**config.mk**
```make
export PLATFORM = sky130hd
export DESIGN_NAME = dmem_arbiter_flat
export DESIGN_NICKNAME = d
export VERILOG_FILES = /design/src/rtl/dmem_arbiter_if.sv /design/src/rtl/dmem_arbiter.sv /design/src/flat_wrapper.sv
export SDC_FILE = /design/constraint.sdc
export NUM_CORES = 1
export LEC_CHECK = 0
export CAP_MARGIN = 25
export CORE_ASPECT_RATIO = 0.7
export CORE_MARGIN = 4
export CORE_UTILIZATION = 40
export DETAILED_ROUTE_END_ITERATION = 16
export PLACE_DENSITY = 0.83
export RECOVER_POWER = 100
export REMOVE_ABC_BUFFERS = 1
export SETUP_SLACK_MARGIN = 0.15
export SLEW_MARGIN = 15
export SYNTH_ARGS = -nofsm -noshare
export SYNTH_HDL_FRONTEND = slang
export SYNTH_SLANG_ARGS = --single-unit
```
**constraint.sdc**
```tcl
create_clock -name clk -period 3.5 [get_ports clk]
set_clock_uncertainty 0.05 [all_clocks]
set_input_delay 1.05 -clock clk [delete_from_list [all_inputs] [get_ports clk]]
set_output_delay 1.05 -clock clk [all_outputs]
set_load 0.005 [all_outputs]
```
**src/rtl/dmem_arbiter_if.sv**
```systemverilog
// Bundle of core, host and Data_Memory signals around the data-memory arbiter.
// The arbiter takes the slave view; the core/host/memory side takes the master view.
interface dmem_arbiter_if #(
    parameter int AW = 32,
    parameter int DW = 32
);
    logic          c_req;
    logic          c_we;
    logic [AW-1:0] c_addr;
    logic [DW-1:0] c_wdata;
    logic          c_gnt;
    logic          c_stall;
    logic          c_rvalid;

    logic          h_req;
    logic          h_we;
    logic          h_lock;
    logic [AW-1:0] h_addr;
    logic [DW-1:0] h_wdata;
    logic          h_gnt;
    logic          h_rvalid;

    logic [DW-1:0] rdata;

    logic [AW-1:0] mem_a;
    logic [DW-1:0] mem_wd;
    logic          mem_we;
    logic [DW-1:0] mem_rd;

    modport slave (
        input  c_req, c_we, c_addr, c_wdata,
        input  h_req, h_we, h_lock, h_addr, h_wdata,
        input  mem_rd,
        output c_gnt, c_stall, c_rvalid,
        output h_gnt, h_rvalid,
        output rdata,
        output mem_a, mem_wd, mem_we
    );

    modport master (
        output c_req, c_we, c_addr, c_wdata,
        output h_req, h_we, h_lock, h_addr, h_wdata,
        output mem_rd,
        input  c_gnt, c_stall, c_rvalid,
        input  h_gnt, h_rvalid,
        input  rdata,
        input  mem_a, mem_wd, mem_we
    );
endinterface

```
**src/rtl/dmem_arbiter.sv**
```systemverilog
// Round-robin arbiter sharing single-port Data_Memory between the core (port 0)
// and a host/debug loader (port 1), with a bounded host lock and registered read return.
//
// state | meaning
// IDLE  | no grant was made last cycle
// CORE  | core owned last cycle's grant
// HOST  | host owned last cycle's grant (lock may continue from here)
module dmem_arbiter #(
    parameter int AW       = 32,
    parameter int DW       = 32,
    parameter int MAX_LOCK = 8
) (
    input  logic            clk,
    input  logic            rst_l,
    dmem_arbiter_if.slave   bus
);
    localparam int CW = $clog2(MAX_LOCK + 1);
    localparam logic [CW-1:0] LOCK_MAX = CW'(MAX_LOCK);

    typedef enum logic [1:0] {IDLE, CORE, HOST} state_t;

    state_t        state;
    logic          last_owner;
    logic          lock_q;
    logic [CW-1:0] lock_cnt;
    logic [AW-1:0] a_q;
    logic [DW-1:0] wd_q;
    logic [DW-1:0] rdata_q;
    logic          c_rv_q;
    logic          h_rv_q;

    logic          lock_act;
    logic          c_gnt;
    logic          h_gnt;
    logic [AW-1:0] mem_a;
    logic [DW-1:0] mem_wd;
    logic          mem_we;

    always_comb begin
        lock_act = (state == HOST) && lock_q && bus.h_req && (lock_cnt < LOCK_MAX);
        c_gnt    = 1'b0;
        h_gnt    = 1'b0;
        if (!rst_l) begin
            c_gnt = 1'b0;
            h_gnt = 1'b0;
        end else if (lock_act) begin
            h_gnt = 1'b1;
        end else if (bus.c_req && bus.h_req) begin
            // last_owner is 1 out of reset, so the core wins the first tie
            c_gnt = last_owner;
            h_gnt = ~last_owner;
        end else begin
            c_gnt = bus.c_req;
            h_gnt = bus.h_req;
        end
    end

    always_comb begin
        mem_a  = a_q;
        mem_wd = wd_q;
        mem_we = 1'b0;
        if (h_gnt) begin
            mem_a  = bus.h_addr;
            mem_wd = bus.h_wdata;
            mem_we = bus.h_we;
        end else if (c_gnt) begin
            mem_a  = bus.c_addr;
            mem_wd = bus.c_wdata;
            mem_we = bus.c_we;
        end
    end

    assign bus.c_gnt    = c_gnt;
    assign bus.h_gnt    = h_gnt;
    assign bus.c_stall  = bus.c_req & ~c_gnt;
    assign bus.mem_a    = mem_a;
    assign bus.mem_wd   = mem_wd;
    assign bus.mem_we   = mem_we;
    assign bus.rdata    = rdata_q;
    assign bus.c_rvalid = c_rv_q;
    assign bus.h_rvalid = h_rv_q;

    always_ff @(posedge clk) begin
        if (!rst_l) begin
            state      <= IDLE;
            last_owner <= 1'b1;
            lock_q     <= 1'b0;
            lock_cnt   <= '0;
            a_q        <= '0;
            wd_q       <= '0;
            rdata_q    <= '0;
            c_rv_q     <= 1'b0;
            h_rv_q     <= 1'b0;
        end else begin
            if (h_gnt)      state <= HOST;
            else if (c_gnt) state <= CORE;
            else            state <= IDLE;

            if (c_gnt || h_gnt) begin
                last_owner <= h_gnt;
                a_q        <= mem_a;
                wd_q       <= mem_wd;
            end

            lock_q <= h_gnt & bus.h_lock;

            // saturates so an uncontested lock can run past the bound
            if (h_gnt && bus.h_lock) begin
                if (lock_cnt != LOCK_MAX)
                    lock_cnt <= lock_cnt + CW'(1);
            end else begin
                lock_cnt <= '0;
            end

            c_rv_q <= c_gnt & ~bus.c_we;
            h_rv_q <= h_gnt & ~bus.h_we;
            if ((c_gnt && !bus.c_we) || (h_gnt && !bus.h_we))
                rdata_q <= bus.mem_rd;
        end
    end
endmodule

```
**src/flat_wrapper.sv**
```systemverilog
// flat-port wrapper written by rule: the top's interface ports become plain ports
module dmem_arbiter_flat 
#(
    parameter int AW       = 32,
    parameter int DW       = 32,
    parameter int MAX_LOCK = 8
)
  (clk, rst_l, bus_c_req, bus_c_we, bus_c_addr, bus_c_wdata, bus_h_req, bus_h_we, bus_h_lock, bus_h_addr, bus_h_wdata, bus_mem_rd, bus_c_gnt, bus_c_stall, bus_c_rvalid, bus_h_gnt, bus_h_rvalid, bus_rdata, bus_mem_a, bus_mem_wd, bus_mem_we);
  dmem_arbiter_if #(.AW(AW), .DW(DW)) bus_i ();
  input  logic clk;
  input  logic rst_l;
  input wire logic [$bits(bus_i.c_req)-1:0] bus_c_req;
  input wire logic [$bits(bus_i.c_we)-1:0] bus_c_we;
  input wire logic [$bits(bus_i.c_addr)-1:0] bus_c_addr;
  input wire logic [$bits(bus_i.c_wdata)-1:0] bus_c_wdata;
  input wire logic [$bits(bus_i.h_req)-1:0] bus_h_req;
  input wire logic [$bits(bus_i.h_we)-1:0] bus_h_we;
  input wire logic [$bits(bus_i.h_lock)-1:0] bus_h_lock;
  input wire logic [$bits(bus_i.h_addr)-1:0] bus_h_addr;
  input wire logic [$bits(bus_i.h_wdata)-1:0] bus_h_wdata;
  input wire logic [$bits(bus_i.mem_rd)-1:0] bus_mem_rd;
  output wire logic [$bits(bus_i.c_gnt)-1:0] bus_c_gnt;
  output wire logic [$bits(bus_i.c_stall)-1:0] bus_c_stall;
  output wire logic [$bits(bus_i.c_rvalid)-1:0] bus_c_rvalid;
  output wire logic [$bits(bus_i.h_gnt)-1:0] bus_h_gnt;
  output wire logic [$bits(bus_i.h_rvalid)-1:0] bus_h_rvalid;
  output wire logic [$bits(bus_i.rdata)-1:0] bus_rdata;
  output wire logic [$bits(bus_i.mem_a)-1:0] bus_mem_a;
  output wire logic [$bits(bus_i.mem_wd)-1:0] bus_mem_wd;
  output wire logic [$bits(bus_i.mem_we)-1:0] bus_mem_we;
  assign bus_i.c_req = bus_c_req;
  assign bus_i.c_we = bus_c_we;
  assign bus_i.c_addr = bus_c_addr;
  assign bus_i.c_wdata = bus_c_wdata;
  assign bus_i.h_req = bus_h_req;
  assign bus_i.h_we = bus_h_we;
  assign bus_i.h_lock = bus_h_lock;
  assign bus_i.h_addr = bus_h_addr;
  assign bus_i.h_wdata = bus_h_wdata;
  assign bus_i.mem_rd = bus_mem_rd;
  assign bus_c_gnt = bus_i.c_gnt;
  assign bus_c_stall = bus_i.c_stall;
  assign bus_c_rvalid = bus_i.c_rvalid;
  assign bus_h_gnt = bus_i.h_gnt;
  assign bus_h_rvalid = bus_i.h_rvalid;
  assign bus_rdata = bus_i.rdata;
  assign bus_mem_a = bus_i.mem_a;
  assign bus_mem_wd = bus_i.mem_wd;
  assign bus_mem_we = bus_i.mem_we;
  dmem_arbiter #(.AW(AW), .DW(DW), .MAX_LOCK(MAX_LOCK)) u_core (.clk(clk), .rst_l(rst_l), .bus(bus_i));
endmodule
```
Word-level counts from Yosys, hierarchy flattened

Index checks and enable logic that the tools add are counted.

Equality and inequality tests: 2
Bitwise logic cells: 9
Order comparisons: 1
Mux-type cells: 14
Reductions and logical operators: 13
Add/sub/neg operators: 1

Operator list:

| cell                                              | number |
|---|---|
| two-way mux 32 bit                                | 4 |
| two-way mux 1 bit                                 | 9 |
| logical AND 1 bit                                 | 7 |
| NOT 1 bit                                         | 5 |
| adder 4 x 1 -> 4 bit, second input constant       | 1 |
| bitwise AND 1 bit                                 | 4 |
| less-than comparator 4 bit, second input constant | 1 |
| != test 4 bit, second input constant              | 1 |
| equality test 2 bit, second input constant        | 1 |
| zero test 1 bit                                   | 2 |
| logical OR 1 bit                                  | 2 |
| two-way mux 2 bit                                 | 1 |
| AND reduction 2 bit                               | 1 |
| OR reduction 2 bit                                | 1 |

Flip-flop bits (word level): 106
Word-level logic and storage cells: 50

Logic depth before layout (Yosys ltp)

Depth in word-level cells: 8
Depth in mapped cells: 7

Worst setup path after synthesis

Ideal clock, no wire load.

Path kind: input to output
From: in rst_l
To: out bus_mem_a[31]
Stages: 7
Arrival: 2.089 ns
Setup slack: 0.311 ns
Path buffers: 3
Cell sequence: buf_2 -> inv_1 -> o31ai_4 -> buf_4 -> buf_4 -> a22oi_2 -> nand2_1

Word-level cells in the longest chain between the ends: 3

Ends and longest elaborated chain:

| item                 | line               | RTL |
|---|---|---|
| start, declared      | flat_wrapper.sv:11 | `input logic rst_l;` |
| two-way mux 1 bit    | dmem_arbiter.sv:43 | `if (!rst_l) begin` |
| two-way mux 32 bit   | dmem_arbiter.sv:66 | `end else if (c_gnt) begin` |
| two-way mux 32 bit * | dmem_arbiter.sv:62 | `if (h_gnt) begin` |
| end, declared        | flat_wrapper.sv:28 | `output wire logic [$bits(bus_i.mem_a)-1:0] bus_mem_a;` |

Every way passes the cells marked *; elsewhere a longest branch is shown, timed or not.

Worst setup path after layout

From: in bus_c_req
To: out bus_mem_a[12]

Word-level cells in the longest chain between the ends: 6

Ends and longest elaborated chain:

| item                 | line               | RTL |
|---|---|---|
| start, declared      | flat_wrapper.sv:12 | `input wire logic [$bits(bus_i.c_req)-1:0] bus_c_req;` |
| logical AND 1 bit    | dmem_arbiter.sv:48 | `end else if (bus.c_req && bus.h_req) begin` |
| two-way mux 1 bit    | dmem_arbiter.sv:48 |  |
| two-way mux 1 bit    | dmem_arbiter.sv:46 | `end else if (lock_act) begin` |
| two-way mux 1 bit    | dmem_arbiter.sv:43 |  |
| two-way mux 32 bit   | dmem_arbiter.sv:66 |  |
| two-way mux 32 bit * | dmem_arbiter.sv:62 |  |

Marked as above.

==> run_results.csv <==
group,metric,value,unit
routing,drc,0,
power,p_seq_share,38.3,%
die,die_h,102,um
worst_setup_path,cp_top_family,"buffers and inverters",
yosys,yosysWarnings,0,
clocking,root_buffer,"clkbuf_16",
routing,wl_per_cell,19.3,um
cells_and_area,layout_commonest_cell,"clkdlybuf4s50_1",
grt,grt_pass1_vias,6606,
die,rows,33,
sta,setup_ws,-92.7,ps
worst_setup_path,path_cells,"buf_8 > buf_6 > nand3b_1 > o31ai_4 > buf_6 > buf_12 > buf_16 > buf_6 > a22oi_2 > nand2_1 > buf_2",
routing,num_vias,6454,
sta,rsz0062_at_grt,"yes",
sta,period_minus_slack,3590,ps
cells_and_area,layout_common_cells,"clkdlybuf4s50_1, nand2_1, buf_4",
worst_setup_path,cp_slowest_cell,"a22oi_2",
grt,grtUsageTotal,30.1,%
grt,grt-ovfl-total,0,
status,failed_checks,"negative setup slack",
placement,place.gp.congestion,0.940,
clocking,cts_buffers,9,
placement,portBuffers,268,
grt,antenna_found_initial,0,
power,p_total,3600,uW
sta,period_share,103,%
routing,routed_wirelength,23400,um
yosys,synthFlopType,"dfxtp_1",
die,start_util,41.8,%
cells_and_area,synthToLayoutAreaGrowth,97.9,%
clocking,tritoncts,"built",
yosys,synth_edf_count,0,
worst_setup_path,crit_buf_inv,7,
grt,grt_first_pass_wirelength,34300,um
clocking,cts_buffer_depth,2,
die,die_area,14400,sq um
worst_setup_path,cpPeakStageDelay,190,ps
worst_setup_path,cpMostUsedCell,"buf_6",
clocking,cts.sinks,106,
power,switching_share,28.9,%
routing,ant_nets,0,
cells_and_area,layout-drive-gt1-share,34.9,%
cells_and_area,diodes,0,
grt,grt_max_degree,129,
clocking,cts.clk_slew.worst_paths,70,ps
placement,post-dp-hpwl,12700,um
sta,hold_viol_final,0,
power,p_leak,0.00446,uW
power,pwr_density_cell,363,nW/um^2
power,switchingPower,1040,uW
clocking,htree_levels,3,
power,p_int,2560,uW
clocking,clk_latency,340,ps
worst_hold_path,hp-start,"u_core.bus.rdata[31]",
worst_setup_path,path_class,"in -> out",
power,pwr-share-clk,27.5,%
worst_setup_path,cp-end-kind,"primary output",
worst_hold_path,worstHoldPathType,"reg -> reg",
worst_setup_path,rrSetupSlack,580,ps
worst_setup_path,worst_ep_arrival_time,2490,ps
routing,via_per_inst,5.33,
worst_setup_path,r2r-end,"u_core.wd_q[19]",
yosys,avgSynthCellArea,8.18,sq um
yosys,yosys.area.top_type_share,42.4,%
yosys,syn_area,5010,sq um
routing,dr.pass1.iters,5,
yosys,synth.area.top_cells,"dfxtp_1, nand2_1, o21ai_0",
yosys,synth.distinct_cells,34,
yosys,synth_top_area_cell,"dfxtp_1",
worst_setup_path,critPathMaxFanout,6,
flow_run,cap_violations,0,
sta,setup_viol,20,
worst_setup_path,reg2reg_from,"u_core.lock_cnt[3]",
status,run_status,"finished with violations",
yosys,synth_cells,612,
power,worst_ir_drop_vdd,239,uV
yosys,ys_ff_latch,106,
cells_and_area,layout.nets,1217,
yosys,seq_area_frac_synth,42.4,%
yosys,synthArstFlopShare,0,%
sta,max-slew-margin-rel,33.4,%
placement,dp_slack,-698,ps
sta,max_freq,0.278,GHz
die,ioPinCount,269,
power,combPwrFrac,34.2,%
die,die_x,142,um
sta,worst_slew_pin_slew,999,ps
worst_setup_path,cp-start-kind,"input pin",
worst_setup_path,r2r_cells,18,
routing,dr.first_iter.drc_count,327,
worst_hold_path,hold_end,"u_core.bus.rdata[31]",
worst_hold_path,whs_path_depth,2,
sta,drv_slew,0,
worst_setup_path,worst_ep_required_time,2400,ps
die,core_area,12000,sq um
clocking,hold_buffers,0,
worst register-to-register path, cell delays in order (launching register included):
cell	delay [ps]
dfxtp_1	370
and4bb_4	250
o31ai_4	280
buf_6	170
buf_12	120
buf_16	120
buf_12	100
a22oi_2	50
buf_4	150
buf_4	130
buf_4	130
buf_4	120
buf_4	130
buf_4	130
buf_4	120
buf_4	120
buf_4	120
buf_4	120
o21ai_1	60
power groups by stage:
| stage | clock network, uW | logic [uW] | registers (uW) |
|---|---|---|---|
| after floorplan | 0 | 304 | 1390 |
| after global placement | 0 | 902 | 1390 |
| after detailed placement | 0 | 924 | 1390 |
| after CTS | 999 | 1140 | 1370 |
| after global routing | 1060 | 1310 | 1390 |
| final | 990 | 1230 | 1380 |
Yosys cell counts, types with 3 or more instances:
cell      number
a22oi_1       34
o21ai_1       31
o21ai_0       98
inv_1          5
clkbuf_1      25
buf_6          8
dfxtp_1      106
a22oi_2       30
buf_2         14
nor2_1         3
nand2_1      195
buf_4          3
mux2i_1       33
cells by family after synthesis:
| logic type | Yosys count | share of synthesized area [%] |
|---|---|---|
| flops | 106 | 42.4 |
| fa+ha+maj | 2 | 0.500 |
| simple gates | 210 | 16.5 |
| buf+inv | 57 | 6.05 |
| xor+xnor | 2 | 0.350 |
| compound gates | 202 | 27.6 |
| mux | 33 | 6.60 |
through the flow:
| step | std cells | util (%) | instance area [sq um] | hold slack [ps] | TNS [ps] |
|---|---|---|---|---|---|
| 2_1_floorplan | 560 | - | 4720 | 404 | -56090 |
| 3_3_place_gp | 1025 | 67.0 | 8020 | 394 | -37500 |
| 3_5_place_dp | 1025 | 67.0 | 8020 | 405 | -41250 |
| 4_1_cts | 1182 | 80.6 | 9650 | 415 | -114 |
| 5_1_grt | 1210 | 82.8 | 9910 | 441 | -2120 |
| 6_report | 1210 | 82.8 | 9910 | 410 | -621 |
sequential cells by signal (all words and copies together) (netlist names):
| register | flops |
|---|---|
| u_core.bus.rdata | 32 |
| u_core.state | 2 |
| u_core.a_q | 32 |
| u_core.wd_q | 32 |
| u_core.bus.h_rvalid | 1 |
| u_core.lock_q | 1 |
| u_core.bus.c_rvalid | 1 |
| u_core.lock_cnt | 4 |
| u_core.last_owner | 1 |
what timing repair did:
item / CTS / global route
cloned: 11 / 1
gates resized for setup: 346 / 7
pin swaps: 110 / 87
setup endpoints to repair: 68 / 67
buffers inserted: 130 / 26
final cells by class:
cell class / instances / area (sq um)
timing repair buffer: 477 / 4500
inverter: 5 / 18.8
tap: 157 / 196
multi-input combinational: 449 / 2790
fill: 685 / 2060
sequential: 106 / 2120
clock buffer: 10 / 239
clock inverter: 6 / 50.0
how the worst max path moves through the flow:
stage	depth (start not counted)	endpoint	slack, ps	startpoint
6_report	11	bus_mem_a[12]	-90	bus_c_req
3_3_place_gp	7	bus_mem_a[27]	-640	bus_c_req
4_1_cts	11	bus_mem_a[27]	-40	bus_c_req
5_1_grt	11	bus_mem_wd[26]	-160	rst_l
3_5_place_dp	7	bus_mem_a[27]	-700	bus_c_req
2_1_floorplan	4	bus_mem_a[10]	-900	bus_c_req
per-layer routing:
| metal | vias to the layer above | share of wire [%] | wire, um | global-route usage (%) |
|---|---|---|---|---|
| met5 | - | 0 | 0 | 0 |
| li1 | 2993 | - | - | - |
| met1 | 3039 | 36 | 8430 | 32.0 |
| met3 | 76 | 9.1 | 2120 | 9.58 |
| met4 | 0 | 3.9 | 905 | 12.0 |
| met2 | 346 | 51 | 11900 | 55.6 |
(Power assumes the default switching activity.)
